### src/rtl/fpu_mul_arbiter.sv
// Round-robin arbiter sharing one non-pipelined fpu_mul among NREQ requesters.
// Drives the multiplier's a/b/z stb-ack handshakes and returns each product to its issuer.
module fpu_mul_arbiter #(
  parameter int unsigned WIDTH = 32,
  parameter int unsigned NREQ  = 4,
  localparam int unsigned IdW  = (NREQ > 1) ? $clog2(NREQ) : 1
) (
  input  logic                  clk,
  input  logic                  rst,
  input  logic [NREQ-1:0]       req_valid,
  output logic [NREQ-1:0]       req_ready,
  input  logic [NREQ*WIDTH-1:0] req_a,
  input  logic [NREQ*WIDTH-1:0] req_b,
  output logic [NREQ-1:0]       rsp_valid,
  input  logic [NREQ-1:0]       rsp_ready,
  output logic [WIDTH-1:0]      rsp_z,
  output logic [WIDTH-1:0]      mul_a,
  output logic                  mul_a_stb,
  input  logic                  mul_a_ack,
  output logic [WIDTH-1:0]      mul_b,
  output logic                  mul_b_stb,
  input  logic                  mul_b_ack,
  input  logic [WIDTH-1:0]      mul_z,
  input  logic                  mul_z_stb,
  output logic                  mul_z_ack,
  output logic                  busy,
  output logic [IdW-1:0]        grant_id,
  output logic [15:0]           ops_done
);

  typedef enum logic [2:0] {StIdle, StSendA, StSendB, StWaitZ, StResp} state_e;

  state_e           state_q, state_d;
  logic [IdW-1:0]   ptr_q, ptr_d;
  logic [IdW-1:0]   gid_q, gid_d;
  logic [WIDTH-1:0] a_q, a_d;
  logic [WIDTH-1:0] b_q, b_d;
  logic [WIDTH-1:0] z_q, z_d;
  logic [15:0]      ops_q, ops_d;
  logic             a_stb_q, a_stb_d;
  logic             b_stb_q, b_stb_d;
  logic             z_ack_q, z_ack_d;

  logic [WIDTH-1:0] a_arr [NREQ];
  logic [WIDTH-1:0] b_arr [NREQ];
  logic [IdW-1:0]   win;
  logic [IdW-1:0]   cand;
  logic             found;
  logic             rsp_take;

  // Search ptr, ptr+1, ... mod NREQ; the first valid requester wins.
  always_comb begin
    found = 1'b0;
    win   = '0;
    cand  = '0;
    for (int unsigned k = 0; k < NREQ; k++) begin
      cand = IdW'((32'(ptr_q) + k) % NREQ);
      if (!found && req_valid[cand]) begin
        found = 1'b1;
        win   = cand;
      end
    end
  end

  for (genvar g = 0; g < NREQ; g++) begin : g_req
    assign a_arr[g]     = req_a[g*WIDTH +: WIDTH];
    assign b_arr[g]     = req_b[g*WIDTH +: WIDTH];
    // Gated by rst so no requester sees a grant while the block is held in reset.
    assign req_ready[g] = rst && (state_q == StIdle) && found && (win == IdW'(g));
    assign rsp_valid[g] = (state_q == StResp) && (gid_q == IdW'(g));
  end

  assign rsp_take = rsp_ready[gid_q];

  always_comb begin
    state_d = state_q;
    ptr_d   = ptr_q;
    gid_d   = gid_q;
    a_d     = a_q;
    b_d     = b_q;
    z_d     = z_q;
    ops_d   = ops_q;
    a_stb_d = a_stb_q;
    b_stb_d = b_stb_q;
    z_ack_d = z_ack_q;
    unique case (state_q)
      StIdle: begin
        if (found) begin
          a_d     = a_arr[win];
          b_d     = b_arr[win];
          gid_d   = win;
          ptr_d   = IdW'((32'(win) + 32'd1) % NREQ);
          a_stb_d = 1'b1;
          state_d = StSendA;
        end
      end
      StSendA: begin
        if (a_stb_q && mul_a_ack) begin
          a_stb_d = 1'b0;
          b_stb_d = 1'b1;
          state_d = StSendB;
        end
      end
      StSendB: begin
        if (b_stb_q && mul_b_ack) begin
          b_stb_d = 1'b0;
          z_ack_d = 1'b1;
          state_d = StWaitZ;
        end
      end
      StWaitZ: begin
        if (mul_z_stb && z_ack_q) begin
          z_d     = mul_z;
          z_ack_d = 1'b0;
          state_d = StResp;
        end
      end
      StResp: begin
        if (rsp_take) begin
          ops_d   = ops_q + 16'd1;
          state_d = StIdle;
        end
      end
      default: state_d = StIdle;
    endcase
  end

  always_ff @(posedge clk or negedge rst) begin
    if (!rst) begin
      state_q <= StIdle;
      ptr_q   <= '0;
      gid_q   <= '0;
      a_q     <= '0;
      b_q     <= '0;
      z_q     <= '0;
      ops_q   <= '0;
      a_stb_q <= 1'b0;
      b_stb_q <= 1'b0;
      z_ack_q <= 1'b0;
    end else begin
      state_q <= state_d;
      ptr_q   <= ptr_d;
      gid_q   <= gid_d;
      a_q     <= a_d;
      b_q     <= b_d;
      z_q     <= z_d;
      ops_q   <= ops_d;
      a_stb_q <= a_stb_d;
      b_stb_q <= b_stb_d;
      z_ack_q <= z_ack_d;
    end
  end

  assign mul_a     = a_q;
  assign mul_b     = b_q;
  assign mul_a_stb = a_stb_q;
  assign mul_b_stb = b_stb_q;
  assign mul_z_ack = z_ack_q;
  assign rsp_z     = z_q;
  assign busy      = (state_q != StIdle);
  assign grant_id  = gid_q;
  assign ops_done  = ops_q;

endmodule

### config.mk
export PLATFORM = sky130hd
export DESIGN_NAME = fpu_mul_arbiter
export DESIGN_NICKNAME = d
export VERILOG_FILES = /design/src/rtl/fpu_mul_arbiter.sv
export SDC_FILE = /design/constraint.sdc
export NUM_CORES = 1
export LEC_CHECK = 0
export ABC_CLOCK_PERIOD_IN_PS = 2700
export CAP_MARGIN = 15
export CORE_AREA = 3 3 167 169
export CTS_CLUSTER_SIZE = 12
export DETAILED_ROUTE_END_ITERATION = 10
export DIE_AREA = 0 0 170 172
export MAX_ROUTING_LAYER = met4
export PLACE_DENSITY = 0.7
export SYNTH_ARGS = -nofsm -noshare
export SYNTH_HDL_FRONTEND = slang
export SYNTH_SLANG_ARGS = --single-unit
### constraint.sdc
create_clock -name clk -period 2.7 [get_ports clk]
set_clock_uncertainty 0.1 [all_clocks]
set_input_delay 0.54 -clock clk [delete_from_list [all_inputs] [get_ports clk]]
set_output_delay 0.54 -clock clk [all_outputs]
set_load 0.02 [all_outputs]
==> impl_results.md <==
* Status: finished clean
* Fmax at between 300 and 400 MHz
* Nets at between 1,000 and 1,500
* Clock Latency Late Sink at approximately 0.41 ns
* Compound-gate portion of the synthesized area at 0.2912
* Syn nets at approximately 990
* Final period util at 0.9693
* Syn Inst Count at 684
* Clk Tree Root Cell: clkbuf_16
* ANT nets after route at 0
* Total wire length at ~32,000 µm
* Slew Viols, Final at 0
* Remaining Overflow, GRT at 0
* Slowest cell on the critical path: clkdlybuf4s50_1
* Yosys reg bits at 122
* CTS Buffer Depth at 2
* Multi-input logic area at between 3000 and 4000 µm²
* Relative slew slack at 0.5989
* Mux share of post-synthesis cell area at 0.05583
* Global placement routability congestion at around 0.85
* Critical Path Max Stage Delay at about 0.47 ns
* Most common cell after layout, fill and taps aside: clkdlybuf4s50_1
* Filler cell count at about 2,500
* Critical path peak fanout at 3
* Initial Utilization at 0.2641
* Initial antenna violation count at 3
* CTS tree: done
* Setup crit start kind: input pin
* Worst-margin pin slew at roughly 0.6 ns
* Die area at ~29,000 µm²
* 1st-pass router iterations at 5
* Worst hold path type: in2async
* Reg2Reg Depth at 8
* Post-Syn Area per Cell at approximately 10 µm²
* Final Hold Fails at 0
* Clock net sink count at 122
* Largest net degree at the start of global routing at 56
* Critical path endpoint category: primary output
* Via count at roughly 7,700
* First-pass GRT wire length at approximately 47,000 µm
* Io pins at between 400 and 500
* Area delta synth->final at 78.38%
* H-Tree Depth at 4
* Largest family of logic cells by synthesized area: compound AO/OA/AOI/OAI gates
* Post-synthesis instance area at 7059 µm²
* Design Power at 0.01215 W
* FF-to-FF setup slack at approximately 0.42 ns
* Post-Place Cell Area at 11,940 µm²
* Post-synth top area cell: dfrtp_1
* Sequential cell area at slightly above 3000 µm²
* Design area at between 10,000 and 15,000 µm²
* GR Util All Layers at 0.2177
* Post-DR vias/cell at 5.272
* Register area share after synthesis at 0.4325
* Clk slew on worst S/H paths at around 0.07 ns
* Ys flop type: dfrtp_1
* Area contributors post-synth: dfrtp_1 43%, a221o_1 9.1%, o22a_1 8.1%
* Async S/R FF share, synth at 1.000
* Arrival time of the worst setup path at between 1.5 and 2 ns
* Peak VDD IR at just under 600 µV
* Drt drc at 0
* Cts bufs inserted at 17
* Detail Placement HPWL at between 20,000 and 25,000 µm
* Maxcap violations at 0
* Die Y at around 170 µm
* Util after Layout at 0.4712
* Post-Synth Adder-Cell Area at 0.001772
* Synth Area in XOR/XNOR at 0.01861
* Simple-Gate Fraction of Synth Area at 0.1423
* Port Buffers at 426
* Top-area cell type share of the netlist area at 0.4325
* Post-synth cell types at slightly above 50
* Req. time, crit path at 2.06 ns
* RSZ-0062 raised after global routing: false
* Crit path cell chain: clkdlybuf4s50_1 -> nor2_1 -> a21oi_1 -> o22ai_1 -> and4_1 -> dlygate4sd2_1
* Fin crit period at 2.617 ns
* Most frequent cells in the layout: 414 x clkdlybuf4s50_1, 122 x dfrtp_1, 73 x a21oi_1
* Power density cells at between 900 and 1000 nW/µm²
* Number of DRC markers in iteration 0 at roughly 330
* Crit Path Category: in2out
* # rows at 60
* Syn. warnings at 0
* Vias in the first global route at around 8,000
* Static Leak at 4.931 nW
* Final setup fails at 0
* Drt wl/cell at around 22 µm
* Post-synth EDFFs at 0
* Share of cells above drive strength 1 at 0.1597
* Die width at around 170 µm
* Core Box Area at around 27,000 µm²
-- Yosys cell counts, types with 2 or more instances --
library cell,count
a21oi_1,73
a221o_1,64
a31oi_1,2
and3_1,7
and4_1,3
buf_2,20
buf_4,8
buf_6,8
clkbuf_1,28
clkbuf_2,6
dfrtp_1,122
inv_1,4
mux2_2,33
nand2_1,23
nand2b_1,2
nand3_1,31
nand3_2,40
nand4_1,4
nor2_1,17
nor2b_1,2
nor2b_4,2
nor3_1,6
nor3b_1,2
nor4_1,3
o21ai_0,70
o21ai_1,2
o22a_1,65
xnor2_1,9
xor2_1,6
-- kinds of logic (layout without fill, tap and decap cells) --
family | after synthesis | after routing
other | 0 | 1
buffers and inverters | 76 | 519
adder cells (fa/ha/maj) | 1 | 1
AO/OA/AOI/OAI | 287 | 287
XOR/XNOR | 15 | 15
multiplexers | 34 | 34
AND/OR/NAND/NOR | 149 | 149
flip-flops | 122 | 122
-- path summary, 6_finish.rpt --
path / from / to
worst max-delay path: req_valid[1] / req_ready[0]
worst min-delay path: rst / mul_b[3]
worst max register to register: ptr_q[0] / mul_b[27]
worst min register to register: ops_done[15] / ops_done[15]
max in group asynchronous: rst / rsp_z[25]
min in group clk: ops_done[15] / ops_done[15]
-- where the power goes --
part | total (W) | internal [W] | switching, W | leakage (nW)
Combinational | 0.00655 | 0.00317 | 0.00338 | 3.22
Sequential | 0.00308 | 0.00258 | 0.000494 | 1.40
Clock | 0.00253 | 0.00157 | 0.000956 | 0.304
Total | 0.0122 | 0.00733 | 0.00483 | 4.93
-- layout make-up --
cell class	count	share of cell area
antenna	1	0.0001987
clock buffer	18	0.03408
clock inverter	14	0.01649
inverter	5	0.001490
multi-input combinational	486	0.2887
sequential	122	0.2424
tap	341	0.03388
timing repair buffer	482	0.3827
-- repair_timing --
| item | CTS | global route |
|---|---|---|
| pin swaps | 1 | 0 |
| endpoints found under the hold margin | 1 | 0 |
| gates resized for setup | 12 | 5 |
| hold buffers | 1 | 0 |
| setup endpoints to repair | 8 | 2 |
| setup buffers | 0 | 0 |
-- through the flow --
stage	hold slack [ns]	std cells	TNS, ns	worst slack, ns
2_1_floorplan	0.1444	684	0	0.2977
3_3_place_gp	0.2370	1435	-4.125	-0.4368
3_5_place_dp	0.2358	1435	-3.026	-0.3753
4_1_cts	0.1314	1468	0	0.03262
5_1_grt	0.1573	1468	0	0.03061
6_report	0.1305	1469	0	0.08290
-- flip-flops by register name (all words and copies together) (netlist names) --
name       flops
ptr_q          2
mul_b         32
rsp_z         32
ops_done      16
grant_id       2
mul_a_stb      1
mul_z_ack      1
state_q        3
mul_a         32
mul_b_stb      1
-- critical path: cells and delay by family --
family                 cells  cell delay [ns]
AOI/OAI and AO/OA          2             0.17
buffers and inverters      2             0.83
and+or+nand+nor            2             0.44
-- routing by layer --
metal,routed length (µm),GRT usage,vias up
met1,12880,0.2607,3831
met3,1834,0.03361,45
li1,-,-,3520
met4,760,0.06455,0
met5,0,-,-
met2,16710,0.3808,349
Power figures use the tool's default switching activity.
